## config.mk

```make
export PLATFORM = sky130hd
export DESIGN_NAME = rr_req_grant_arbiter
export DESIGN_NICKNAME = d
export VERILOG_FILES = /design/src/rtl/arb_pkg.sv /design/src/rtl/rr_priority_pick.sv /design/src/rtl/rr_req_grant_arbiter.sv
export SDC_FILE = /design/constraint.sdc
export NUM_CORES = 1
export LEC_CHECK = 0
export ABC_AREA = 0
export CORE_MARGIN = 3
export CORE_UTILIZATION = 52
export DETAILED_ROUTE_END_ITERATION = 10
export PLACE_DENSITY_LB_ADDON = 0.12
export RECOVER_POWER = 50
export SLEW_MARGIN = 5
export SYNTH_ARGS = -nofsm -noshare
export SYNTH_HDL_FRONTEND = slang
export SYNTH_SLANG_ARGS = --single-unit
```

## constraint.sdc

```tcl
create_clock -name clk -period 2.65 [get_ports clk]
set_clock_uncertainty 0.2 [all_clocks]
set_input_delay 0.53 -clock clk [delete_from_list [all_inputs] [get_ports clk]]
set_output_delay 0.53 -clock clk [all_outputs]
set_load 0.01 [all_outputs]
```

## src/rtl/arb_pkg.sv

```systemverilog
// Shared types and defaults for the round-robin request/grant arbiter.
package arb_pkg;

    typedef enum logic {
        ARB_IDLE  = 1'b0,
        ARB_GRANT = 1'b1
    } arb_state_e;

    localparam int ARB_N_DEF    = 4;
    localparam int ARB_HOLD_DEF = 8;

    // Longest number of cycles a continuously requesting port can wait for its grant.
    function automatic int arb_wait_bound(input int n, input int hold);
        return (n - 1) * hold + 1;
    endfunction

endpackage

```

## src/rtl/rr_priority_pick.sv

```systemverilog
// Combinational rotating-priority picker: finds the first set request
// scanning ptr, ptr+1, ... modulo N, optionally ignoring one index.
module rr_priority_pick
    import arb_pkg::*;
#(
    parameter  int N   = ARB_N_DEF,
    localparam int IDW = $clog2(N)
) (
    input  logic [N-1:0]   req,
    input  logic [IDW-1:0] ptr,
    input  logic [IDW-1:0] mask_id,
    input  logic           mask_en,
    output logic [IDW-1:0] win_id,
    output logic           win_vld
);

    logic [N-1:0]   masked;
    logic [IDW-1:0] cand;

    // Drop the masked index, then walk the requests starting at ptr and keep the first hit.
    always_comb begin
        masked = req;
        if (mask_en) begin
            masked[mask_id] = 1'b0;
        end
        cand    = '0;
        win_id  = '0;
        win_vld = 1'b0;
        for (int k = 0; k < N; k++) begin
            cand = IDW'((int'(ptr) + k) % N);
            if (!win_vld && masked[cand]) begin
                win_vld = 1'b1;
                win_id  = cand;
            end
        end
    end

endmodule

```

## src/rtl/rr_req_grant_arbiter.sv

```systemverilog
// Round-robin arbiter sharing one resource among N requesters over a level
// req/gnt handshake. Grants are registered, so a request seen at one edge is
// answered after that edge; an owner is preempted after MAX_HOLD cycles when
// others are waiting and new grants are enabled.
module rr_req_grant_arbiter
    import arb_pkg::*;
#(
    parameter  int N        = ARB_N_DEF,
    parameter  int MAX_HOLD = ARB_HOLD_DEF,
    localparam int IDW      = $clog2(N)
) (
    input  logic           clk,
    input  logic           rst_n,
    input  logic           arb_en,
    input  logic [N-1:0]   req,
    output logic [N-1:0]   gnt,
    output logic [IDW-1:0] gnt_id,
    output logic           gnt_valid
);

    localparam int                HCW       = $clog2(MAX_HOLD) + 1;
    localparam logic [HCW-1:0]    HOLD_LAST = HCW'(MAX_HOLD - 1);
    localparam logic [IDW-1:0]    LAST_ID   = IDW'(N - 1);

    arb_state_e     state_q;
    arb_state_e     state_d;
    logic [IDW-1:0] ptr_q;
    logic [IDW-1:0] ptr_d;
    logic [HCW-1:0] hold_q;
    logic [HCW-1:0] hold_d;
    logic [N-1:0]   gnt_d;
    logic [IDW-1:0] gnt_id_d;
    logic           gnt_valid_d;

    logic           take_new;
    logic           owner_req;
    logic           hold_full;
    logic           pick_mask_en;
    logic [IDW-1:0] win_id;
    logic           win_vld;

    assign owner_req    = req[gnt_id];
    assign hold_full    = (hold_q == HOLD_LAST);
    assign pick_mask_en = (state_q == ARB_GRANT);

    // While someone owns the grant their own bit is masked, so the pick only
    // reports a winner when another requester is actually pending.
    rr_priority_pick #(
        .N (N)
    ) u_pick (
        .req     (req),
        .ptr     (ptr_q),
        .mask_id (gnt_id),
        .mask_en (pick_mask_en),
        .win_id  (win_id),
        .win_vld (win_vld)
    );

    // State register; async reset returns to idle from any state.
    always_ff @(posedge clk or negedge rst_n) begin
        if (!rst_n) begin
            state_q <= ARB_IDLE;
        end else begin
            state_q <= state_d;
        end
    end

    // Decide between a fresh grant, keeping the owner, or going idle.
    always_comb begin
        state_d  = state_q;
        take_new = 1'b0;
        case (state_q)
            ARB_IDLE: begin
                if (arb_en && win_vld) begin
                    take_new = 1'b1;
                    state_d  = ARB_GRANT;
                end
            end
            ARB_GRANT: begin
                if (!owner_req) begin
                    if (arb_en && win_vld) begin
                        take_new = 1'b1;
                    end else begin
                        state_d = ARB_IDLE;
                    end
                end else if (hold_full && arb_en && win_vld) begin
                    take_new = 1'b1;
                end
            end
            default: begin
                state_d = ARB_IDLE;
            end
        endcase
    end

    // Next values of the grant, pointer and hold counter for the chosen action.
    always_comb begin
        gnt_d    = gnt;
        gnt_id_d = gnt_id;
        ptr_d    = ptr_q;
        hold_d   = hold_q;
        if (take_new) begin
            gnt_d    = N'(1) << win_id;
            gnt_id_d = win_id;
            ptr_d    = (win_id == LAST_ID) ? '0 : win_id + IDW'(1);
            hold_d   = '0;
        end else if (state_d == ARB_IDLE) begin
            gnt_d    = '0;
            gnt_id_d = '0;
            hold_d   = '0;
        end else if (!hold_full) begin
            hold_d = hold_q + HCW'(1);
        end
        gnt_valid_d = |gnt_d;
    end

    // Registered grant outputs plus the rotation pointer and hold counter.
    always_ff @(posedge clk or negedge rst_n) begin
        if (!rst_n) begin
            gnt       <= '0;
            gnt_id    <= '0;
            gnt_valid <= 1'b0;
            ptr_q     <= '0;
            hold_q    <= '0;
        end else begin
            gnt       <= gnt_d;
            gnt_id    <= gnt_id_d;
            gnt_valid <= gnt_valid_d;
            ptr_q     <= ptr_d;
            hold_q    <= hold_d;
        end
    end

    a_gnt_onehot0 : assert property (@(posedge clk) disable iff (!rst_n)
        $onehot0(gnt));

    a_gnt_valid : assert property (@(posedge clk) disable iff (!rst_n)
        gnt_valid == (|gnt));

    localparam int             WAIT_MAX = arb_wait_bound(N, MAX_HOLD);
    localparam int             WCW      = $clog2(WAIT_MAX + 1) + 1;
    localparam logic [WCW-1:0] WAIT_LIM = WCW'(WAIT_MAX);

    for (genvar i = 0; i < N; i++) begin : g_sva
        localparam logic [N-1:0] ONLY_I = N'(1) << i;

        logic [WCW-1:0] wait_q;

        // Count consecutive cycles requester i waits with arbitration enabled.
        always_ff @(posedge clk or negedge rst_n) begin
            if (!rst_n) begin
                wait_q <= '0;
            end else if (req[i] && arb_en && !gnt[i]) begin
                if (wait_q != '1) begin
                    wait_q <= wait_q + WCW'(1);
                end
            end else begin
                wait_q <= '0;
            end
        end

        a_gnt_had_req : assert property (@(posedge clk) disable iff (!rst_n)
            gnt[i] |-> $past(req[i]));

        a_fair : assert property (@(posedge clk) disable iff (!rst_n)
            wait_q <= WAIT_LIM);

        a_sole_keep : assert property (@(posedge clk) disable iff (!rst_n)
            (gnt[i] && req[i] && ((req & ~ONLY_I) == '0)) |=> gnt[i]);
    end

endmodule
```

# ---- Word level (Yosys, flattened, before mapping)
# Index checks and enable logic that the tools add are counted.
# W data, S select, Z words.
dict set report totals {
  regBits 14
  word_cells 71
}
dict set report classes {
  add_sub_neg 5
  magnitude_cmp 6
  eq_ne 4
  shifts 1
  n_mux 35
  bitwise 3
  n_reduce_logical 11
}
# op n
set ops {}
lappend ops {{$mux W4} 6}
lappend ops {{$lt A2 B3 Y1 const B} 5}
lappend ops {{$mux W1} 14}
lappend ops {{$mux W2} 7}
lappend ops {{$bmux W1 S2} 5}
lappend ops {{$logic_and A1 B1 Y1} 7}
lappend ops {{$add A2 B1 Y2 const B} 2}
lappend ops {{$add A2 B2 Y2 const B} 2}
lappend ops {{$add A4 B1 Y4 const B} 1}
lappend ops {{$and A4 B4 Y4} 1}
lappend ops {{$eq A4 B3 Y1 const B} 1}
lappend ops {{$not A4 Y4} 1}
lappend ops {{$pmux W1 S2} 2}
lappend ops {{$reduce_or A4 Y1} 1}
lappend ops {{$shl A1 B2 Y4 const A} 1}
lappend ops {{$logic_not A1 Y1} 3}
lappend ops {{$ne A3 B3 Y1 const B} 1}
lappend ops {{$demux W1 S2} 1}
lappend ops {{$eq A2 B2 Y1 const B} 1}
lappend ops {{$ge A2 B1 Y1 const B} 1}
lappend ops {{$ne A2 B1 Y1 const B} 1}
lappend ops {{$not A1 Y1} 1}

# ---- Longest topological paths before layout
# Gate-level depths: netlist (run 1).
dict set report depth {
  depth_word 26
  mapped_depth 10
}

# ---- Hierarchy
# A second synthesis (run 1) with hierarchy kept.
dict set report hier_totals {
  hier_cells 80
  hier_area_um2 813.3
}
# module n_inst cells_per_inst area_per_inst_um2
set modules_own_cells {}
lappend modules_own_cells {rr_req_grant_arbiter 1 57 691.9}
lappend modules_own_cells {rr_priority_pick 1 23 121.4}

# ---- Worst setup path after synthesis (run 1)
# Ideal clock, no wire load.
dict set report synth_timing {
  path_type {reg2reg}
  from {register gnt_id[0]}
  to {register gnt_valid}
  setup_time_ns 0.134
  arrival_time_ns 2.047
  setup_slack_ns 0.269
  stages_incl_launch_ff 9
  synth_period_minus_slack_ns 2.381
  cell_sequence {dfrtp_1 xnor2_2 a31o_1 mux2_2 nand3_1 mux2_2 ha_1 nor4_1 o21ai_1}
}
dict set report synth_via {
  elab_chain_cells 26
}
# item line
set synth_lines {}
lappend synth_lines {{start, declared} rr_req_grant_arbiter.sv:17} ;# output logic [IDW-1:0] gnt_id,
lappend synth_lines {{start signal, assigned} rr_req_grant_arbiter.sv:127} ;# gnt_id <= gnt_id_d;
lappend synth_lines {{$lt A2 B3 Y1 (implied by the code) / $ge A2 B1 Y1 (equally long branches)} rr_priority_pick.sv:24} ;# masked[mask_id] = 1'b0;
lappend synth_lines {{$logic_and A1 B1 Y1 (implied by the code)} rr_priority_pick.sv:24}
lappend synth_lines {{$mux W1 (implied by the code)} rr_priority_pick.sv:24}
lappend synth_lines {{$demux W1 S2} -}
lappend synth_lines {{$not A4 Y4 (no line)} -}
lappend synth_lines {{$and A4 B4 Y4 (no line)} -}
lappend synth_lines {{$mux W4} rr_priority_pick.sv:23} ;# if (mask_en) begin
lappend synth_lines {{$bmux W1 S2} rr_priority_pick.sv:31} ;# if (!win_vld && masked[cand]) begin
lappend synth_lines {{[11 not listed]} -}
lappend synth_lines {{$logic_and A1 B1 Y1} {rr_req_grant_arbiter.sv:74, rr_req_grant_arbiter.sv:81}}
lappend synth_lines {{$mux W1} {rr_req_grant_arbiter.sv:74, rr_req_grant_arbiter.sv:81}}
lappend synth_lines {{$mux W1} rr_req_grant_arbiter.sv:80} ;# if (!owner_req) begin
lappend synth_lines {{$pmux W1 S2} rr_req_grant_arbiter.sv:72} ;# case (state_q)
lappend synth_lines {{$mux W4} rr_req_grant_arbiter.sv:107} ;# end else if (state_d == ARB_IDLE) begin
lappend synth_lines {{$mux W4 *} rr_req_grant_arbiter.sv:102} ;# if (take_new) begin
lappend synth_lines {{$reduce_or A4 Y1 *} rr_req_grant_arbiter.sv:114} ;# gnt_valid_d = |gnt_d;
lappend synth_lines {{via gnt_valid_d} rr_req_grant_arbiter.sv:33} ;# logic gnt_valid_d;
lappend synth_lines {{end signal, assigned} rr_req_grant_arbiter.sv:128} ;# gnt_valid <= gnt_valid_d;
lappend synth_lines {{end, declared} rr_req_grant_arbiter.sv:18} ;# output logic gnt_valid
# Mark *: on every way through the listed nets, which the timed path passes. The rest lies on a longest branch. The select of a mux whose other input is x is not followed.
# A chain may end at the register's enable or synchronous reset.

# ---- Worst setup path after layout (run 1)
dict set report layout_timing {
  from {input req[3]}
  to {register gnt_valid}
}
dict set report layout_via {
  elab_chain_cells 21
}
# item line
set layout_lines {}
lappend layout_lines {{start, declared} rr_req_grant_arbiter.sv:15} ;# input logic [N-1:0] req,
lappend layout_lines {{$and A4 B4 Y4 (no line)} -}
lappend layout_lines {{$mux W4} rr_priority_pick.sv:23}
lappend layout_lines {{$bmux W1 S2} rr_priority_pick.sv:31}
lappend layout_lines {{$mux W1 (implied by the code)} rr_priority_pick.sv:31}
lappend layout_lines {{$mux W1} rr_priority_pick.sv:31}
lappend layout_lines {{$logic_not A1 Y1} rr_priority_pick.sv:31}
lappend layout_lines {{$logic_and A1 B1 Y1} rr_priority_pick.sv:31}
lappend layout_lines {{$mux W1} rr_priority_pick.sv:31}
lappend layout_lines {{[6 not listed]} -}
lappend layout_lines {{$logic_and A1 B1 Y1} {rr_req_grant_arbiter.sv:74, rr_req_grant_arbiter.sv:81}}
lappend layout_lines {{$mux W1} {rr_req_grant_arbiter.sv:74, rr_req_grant_arbiter.sv:81}}
lappend layout_lines {{$mux W1} rr_req_grant_arbiter.sv:80}
lappend layout_lines {{$pmux W1 S2} rr_req_grant_arbiter.sv:72}
lappend layout_lines {{$mux W4} rr_req_grant_arbiter.sv:107}
lappend layout_lines {{$mux W4 *} rr_req_grant_arbiter.sv:102}
lappend layout_lines {{$reduce_or A4 Y1 *} rr_req_grant_arbiter.sv:114}
lappend layout_lines {{via gnt_valid_d} rr_req_grant_arbiter.sv:33}
# Marked as above.

==> metrics, run 1 <==
initial core utilization=58.6%; Finished Cell Area=0.00125 mm2; RSZ-0062 raised after global routing=false; CTS sink count=14; Worst Path Class, Setup=in2reg; layout cells sized above 1=25.4%; pwr dens=1150 mW/mm2; cell family with most CP delay=buffers and inverters; Gate power share=a little under two thirds; HPWL after DPL=1620 um; Hold WS=0.330 ns; worst min path class=reg2reg; Worst-Margin Slew=0.627 ns; CP max stage delay=between 0.4 and 0.5 ns; Placed Area=0.00118 mm2; Post-route DRC=0; vias in the first global route=833; Die Y=48.4 um; Clock Latency Late Sink=0.27 ns; pre-CTS setup slack=-0.249 ns; H-tree depth=1; GRT Residual Overflow=0; Synth Area per Inst=10.4 um2; Routed Wire Length=2010 um; num ports=14; Max Freq=0.396 GHz; PnR worst setup slack=0.124 ns; met3 Track Usage GR=between 4 and 5%; RR Startpoint=ptr_q[0]$_DFFE_PN0N_; total track usage=19.7%; switching part of the total power=41.0%; Distinct cells, synth=36; CTS tree=done; Fin. Hold Viols=0; WP buf/inv=2; area delta synth->final=33.5%; postcts setup bufs=0; # Max-Cap Violations=0; Antenna Nets Post-Route=0; status=finished clean; global-route wire length before repair=3610 um; dpl cells=139; cts bufs inserted=3; CP Capture Type=flop; post-route clock period utilization=~95%; die width=between 40 and 50 um; fin nets=132; Clock transition at path regs=0.08 ns; FF+latch count, synth=14; Initial DRT Pass Iterations=4; P_int=0.843 mW; CP Max Fanout=4; worst hold path startpoint=gnt[3]$_DFF_PN0_; Mapped Area=a little over 900 um2; worst vdd ir=794 uV; Avg WL per Cell=14.2 um; synth warn=0; sequential power share=27.9%; fin cells=approximately 140; Critical Path Source=req[3]; startpoint types=input pin; Worst Path Required=roughly 2.6 ns; crit path time final=2.53 ns; met1 usage in global routing=between 20 and 25%; Post-Syn Instances=90; LEAKAGE=~0.58 nW; initial antenna violation count=0; clock power share=8.2%; Synth Net Count=102; gr busiest metal=met2; post-DR vias/cell=5.68; largest net degree at the start of global routing=15; # diodes=0; sequential fraction of the synthesis area=a little under two fifths; Site Rows=14; max-slew violation count=0; starting DRC count in detailed routing=10; final setup vio count=0; core area=0.00159 mm2; Final Util=around 78%; vias=about 810; PortBufs=13; CTS Buffer Depth=2; # fillers=100; crit path max-delay cell type=clkdlybuf4s50_1; Root Buffer=clkbuf_4; CP Cell Sequence=clkdlybuf4s50_1 -> mux2i_2 -> a31o_4 -> mux2_2 -> nand3_1 -> mux2_4 -> inv_1 -> ha_1 -> nor4_2 -> o21ai_1; die area=0.00234 mm2; slew margin rel.=58.1%; critical path arrival=2.48 ns; GPL Wtd Cong=0.899; P_sw=0.585 mW; grt met2 use=35.1%
==> synthesized netlist by cell type, drive strengths merged <==
cell | n | area share, %
a21oi | 5 | 2.7
a22o | 5 | 4.7
a31o | 2 | 2.8
a31oi | 2 | 1.3
a41o | 1 | 2.3
and3b | 1 | 0.94
buf | 1 | 1.2
clkbuf | 1 | 0.40
dfrtp | 14 | 38
ha | 5 | 6.7
inv | 4 | 1.6
mux2 | 3 | 3.6
mux2i | 2 | 2.1
mux4 | 1 | 2.8
nand2 | 12 | 4.8
nand2b | 5 | 4.2
nand3 | 5 | 2.7
nand3b | 1 | 0.80
nand4 | 1 | 0.67
nor2 | 2 | 0.80
nor2b | 2 | 2.1
nor3 | 1 | 0.54
nor4 | 1 | 0.67
o211ai | 1 | 0.80
o21ai | 7 | 4.2
o21ba | 1 | 1.7
o221ai | 1 | 1.6
o2bb2ai | 1 | 0.94
o41ai | 1 | 0.94
xnor2 | 1 | 1.7
==> placed cells by master, fill, tap and decap left out, drive strengths merged, types with 3 or more instances in the layout <==
cell type and instances:
buf 14, dfrtp 14, nand2 12, clkdlybuf4s50 8
o21ai 7, nand3 5, a22o 5, a21oi 5
ha 5, nand2b 5, inv 4, dlygate4sd3 4
clkbuf 3, mux2 3
==> worst reg2reg max path, stage by stage, from the launching register on <==
cell	delay [ns]
dfrtp_2	0.52
xnor2_4	0.28
a31o_1	0.23
mux2_2	0.16
nand3_1	0.08
mux2_4	0.30
ha_1	0.23
nor4_2	0.27
o21ai_1	0.08
==> layer usage <==
metal	up-vias	part of all wire (%)
li1	399	-
met1	392	44
met2	11	51
met3	5	3.0
met4	0	1.2
met5	-	0
==> cell type report <==
type | instances | area (um2) | share of cell area (%)
sequential | 14 | 352 | 28.2
multi-input combinational | 70 | 589 | 47.3
inverter | 4 | 15.0 | 1.20
clock buffer | 3 | 22.5 | 1.81
timing repair buffer | 27 | 238 | 19.1
tap | 24 | 30.0 | 2.41
==> worst paths after layout <==
check	slack, ns	endpoint	cells past startpoint
setup / recovery	0.12	gnt_valid$_DFF_PN0_	10
hold / removal	0.33	gnt[3]$_DFF_PN0_	1
setup reg to reg	0.17	gnt_valid$_DFF_PN0_	8
hold reg to reg	0.33	gnt[3]$_DFF_PN0_	1
max in group asynchronous	1.30	ptr_q[0]$_DFFE_PN0N_	1
min in group asynchronous	0.51	pick_mask_en$_DFF_PN0_	1
==> cells by family (layout without fill, tap and decap cells) <==
| kind of cell | count (synthesis) | after routing | share of synthesized area (%) |
|---|---|---|---|
| muxes | 6 | 6 | 8.58 |
| and+or+nand+nor | 31 | 31 | 18.2 |
| xor gates and xnor gates | 1 | 1 | 1.74 |
| AOI/OAI and AO/OA | 27 | 27 | 24.0 |
| adders and majority gates | 5 | 5 | 6.70 |
| DFF | 14 | 14 | 37.5 |
| buffers and inverters | 6 | 34 | 3.22 |
==> registers in the layout, summed over array words and instances (netlist names) <==
signal,cells
gnt,4
hold_q,4
gnt_id,2
ptr_q,2
gnt_valid,1
pick_mask_en,1
==> metrics by stage <==
stage | total power, mW | setup TNS (ns)
after global routing | 1.56 | 0
final | 1.43 | 0
after CTS | 1.36 | 0
after detailed placement | 1.24 | -0.580
after global placement | 1.21 | -0.380
after floorplan | 0.914 | 0
==> power groups by stage <==
stage | combinational (mW) | clock [mW] | sequential, mW
2_1_floorplan | 0.551 | 0 | 0.363
3_3_place_gp | 0.829 | 0 | 0.385
3_5_place_dp | 0.850 | 0 | 0.389
4_1_cts | 0.854 | 0.122 | 0.385
5_1_grt | 1.01 | 0.136 | 0.413
6_report | 0.913 | 0.116 | 0.399
==> what timing repair did <==
action / 4_1_cts / 5_1_grt
resized for setup: 0 / 9
hold buffers: 0 / 0
endpoints found under the setup margin: 0 / 2
(Power assumes the default switching activity.)
==> inputs of run 2 (changes only) <==
--- a/config.mk
+++ b/config.mk
@@ -9,8 +9,9 @@
 export CORE_MARGIN = 3
 export CORE_UTILIZATION = 52
 export DETAILED_ROUTE_END_ITERATION = 10
-export PLACE_DENSITY_LB_ADDON = 0.12
+export PLACE_DENSITY = 0.77
 export RECOVER_POWER = 50
+export SKIP_CTS_REPAIR_TIMING = 1
 export SLEW_MARGIN = 5
 export SYNTH_ARGS = -nofsm -noshare
 export SYNTH_HDL_FRONTEND = slang
==> run 2 against run 1 <==
Effect of this change: clock power increased by 34%; power rose by 0.27%; final area down 2.1%; maximum frequency is 2.5% lower; non-clock buffer count shrank 4; final cell count decreased by 2.1%; sequential power down 2%; critical path depth decreased by 1; worst hold slack better by 0.012 ns; first-iteration DRC count is 80% higher; critical path type unchanged; largest power group unchanged.
==> metrics, run 2 (synthesized netlist as in run 1, its figures left out) <==
Initial DRT Pass Iterations=4 (unchanged); cts bufs inserted=3 (unchanged); CP Cell Sequence=clkdlybuf4s50_1 -> nand2b_1 -> o221ai_2 -> o21ai_0 -> nand3_1 -> mux2_4 -> ha_1 -> nor4_2 -> o21ai_1; Fin. Hold Viols=0 (unchanged); Die Y=48.4 um (unchanged); vias in the first global route=811 (-2.6%); # diodes=0 (unchanged); H-tree depth=1 (unchanged); Avg WL per Cell=15.3 um (+7.6%); Hold WS=0.343 ns (+0.0124 ns); Setup TNS Final=0 ns (unchanged); CP max stage delay=0.50 ns (about the same); GPL Wtd Cong=0.793 (-12%); Max Freq=0.386 GHz (-2.5%); status=finished clean; Finished Cell Area=0.00122 mm2 (-2.1%); Clock transition at path regs=0.08 ns (about the same); die width=48.4 um (unchanged); die area=0.00234 mm2 (unchanged); initial core utilization=58.6% (unchanged); Worst Path Class, Setup=in2reg; vias=812 (+0.62%); R2R setup slack=0.13 ns (-0.04 ns); final setup vio count=0 (unchanged); GRT Residual Overflow=0 (unchanged); area delta synth->final=30.7%; num ports=14 (unchanged); starting DRC count in detailed routing=18 (+8); pwr dens=1170 mW/mm2 (+2.4%); CP Max Fanout=4 (unchanged); post-DR vias/cell=5.84 (+2.8%); leading cell type in the layout, fill and taps excluded=dfrtp_1; LEAKAGE=0.577 nW (-0.75%); HPWL after DPL=1490 um (-8.0%); Routed Wire Length=2120 um (+5.4%); CTS tree=done; slew margin rel.=55.3% (-2.8 points); commonest non-fill, non-tap cells in the layout=dfrtp_1 (13), nand2_1 (12), buf_4 (9), clkdlybuf4s50_1 (8); Clock Latency Late Sink=0.28 ns (about the same); CTS sink count=14 (unchanged); cell family with most CP delay=simple AND/OR/NAND/NOR gates; CP Capture Type=flop; initial antenna violation count=0 (unchanged); Final Util=76.5% (-1.6 points); crit path time final=2.59 ns (+0.0660 ns); PortBufs=13 (unchanged); post-route clock period utilization=97.8% (+2.5 points); WP buf/inv=1 (-1); total power=1.43 mW (+0.27%); total track usage=20.9% (+1.2 points); max-slew violation count=0 (unchanged); fin nets=128 (-3.0%); startpoint types=input pin; worst min path class=reg2reg; crit path max-delay cell type=clkdlybuf4s50_1; Worst Path Required=2.61 ns (about the same); worst vdd ir=882 uV (+11%); Largest regs=gnt: 4 flops, hold_q: 4 flops; Worst-Margin Slew=0.668 ns (+0.0412 ns); CTS Buffer Depth=2 (unchanged); Placed Area=0.00115 mm2 (-2.5%); Antenna Nets Post-Route=0 (unchanged); critical path arrival=2.55 ns (+0.07 ns); layout cells sized above 1=22.6% (-2.8 points); # Max-Cap Violations=0 (unchanged); Post-route DRC=0 (unchanged); largest net degree at the start of global routing=15 (unchanged); # fillers=114 (+14%); Site Rows=14 (unchanged); Root Buffer=clkbuf_4; global-route wire length before repair=3810 um (+5.5%); core area=0.00159 mm2 (unchanged)
run 2: cell types whose count changed in the layout (fill, tap and decap cells not counted):
cell | previous run | this run
o21ai_0 | 1 | 2
o221ai_2 | 0 | 1
o221ai_4 | 1 | 0
buf_4 | 14 | 9
dlymetal6s2s_1 | 1 | 3
dlygate4sd3_1 | 4 | 2
clkbuf_1 | 0 | 1
o21ai_1 | 5 | 4
clkbuf_8 | 0 | 1
run 2: area by class of cell:
| class | instances | area, um2 | area share, % |
|---|---|---|---|
| sequential | 14 | 352 | 28.8 |
| inverter | 4 | 15.0 | 1.23 |
| tap | 24 | 30.0 | 2.46 |
| multi-input combinational | 70 | 578 | 47.4 |
| clock buffer | 4 | 36.3 | 2.97 |
| timing repair buffer | 23 | 209 | 17.1 |
run 2: path summary, 6_finish.rpt:
kind | start | to | depth (start not counted)
max in group asynchronous | rst_n | ptr_q[0]$_DFFE_PN0N_ | 1
worst max-delay path | req[2] | gnt_valid$_DFF_PN0_ | 9
worst min-delay path | gnt[3]$_DFF_PN0_ | gnt[3]$_DFF_PN0_ | 1
worst min register to register | gnt[3]$_DFF_PN0_ | gnt[3]$_DFF_PN0_ | 1
worst max register to register | ptr_q[0]$_DFFE_PN0N_ | gnt_valid$_DFF_PN0_ | 8
min in group asynchronous | rst_n | pick_mask_en$_DFF_PN0_ | 1
run 2: layer usage:
metal / wire length (um) / vias up / track usage, % / part of all wire (%)
li1: - / 389 / - / -
met1: 998 / 404 / 27.7 / 47
met2: 1040 / 17 / 33.7 / 49
met3: 68 / 2 / 4.91 / 3.2
met4: 12 / 0 / 7.11 / 0.57
met5: 0 / - / 0 / 0
run 2: metrics by stage:
stage          setup WS (ns)  instances
2_1_floorplan          0.269         90
3_3_place_gp          -0.198        135
3_5_place_dp          -0.254        135
4_1_cts               0.0213        139
5_1_grt             -0.00295        139
6_report              0.0585        139
run 2: report_power, final:
group          internal [mW]  total [mW]  leakage, nW  switching [mW]
clock network         0.0837       0.156       0.0210          0.0724
registers              0.287       0.392        0.181           0.105
logic                  0.461       0.884        0.375           0.424
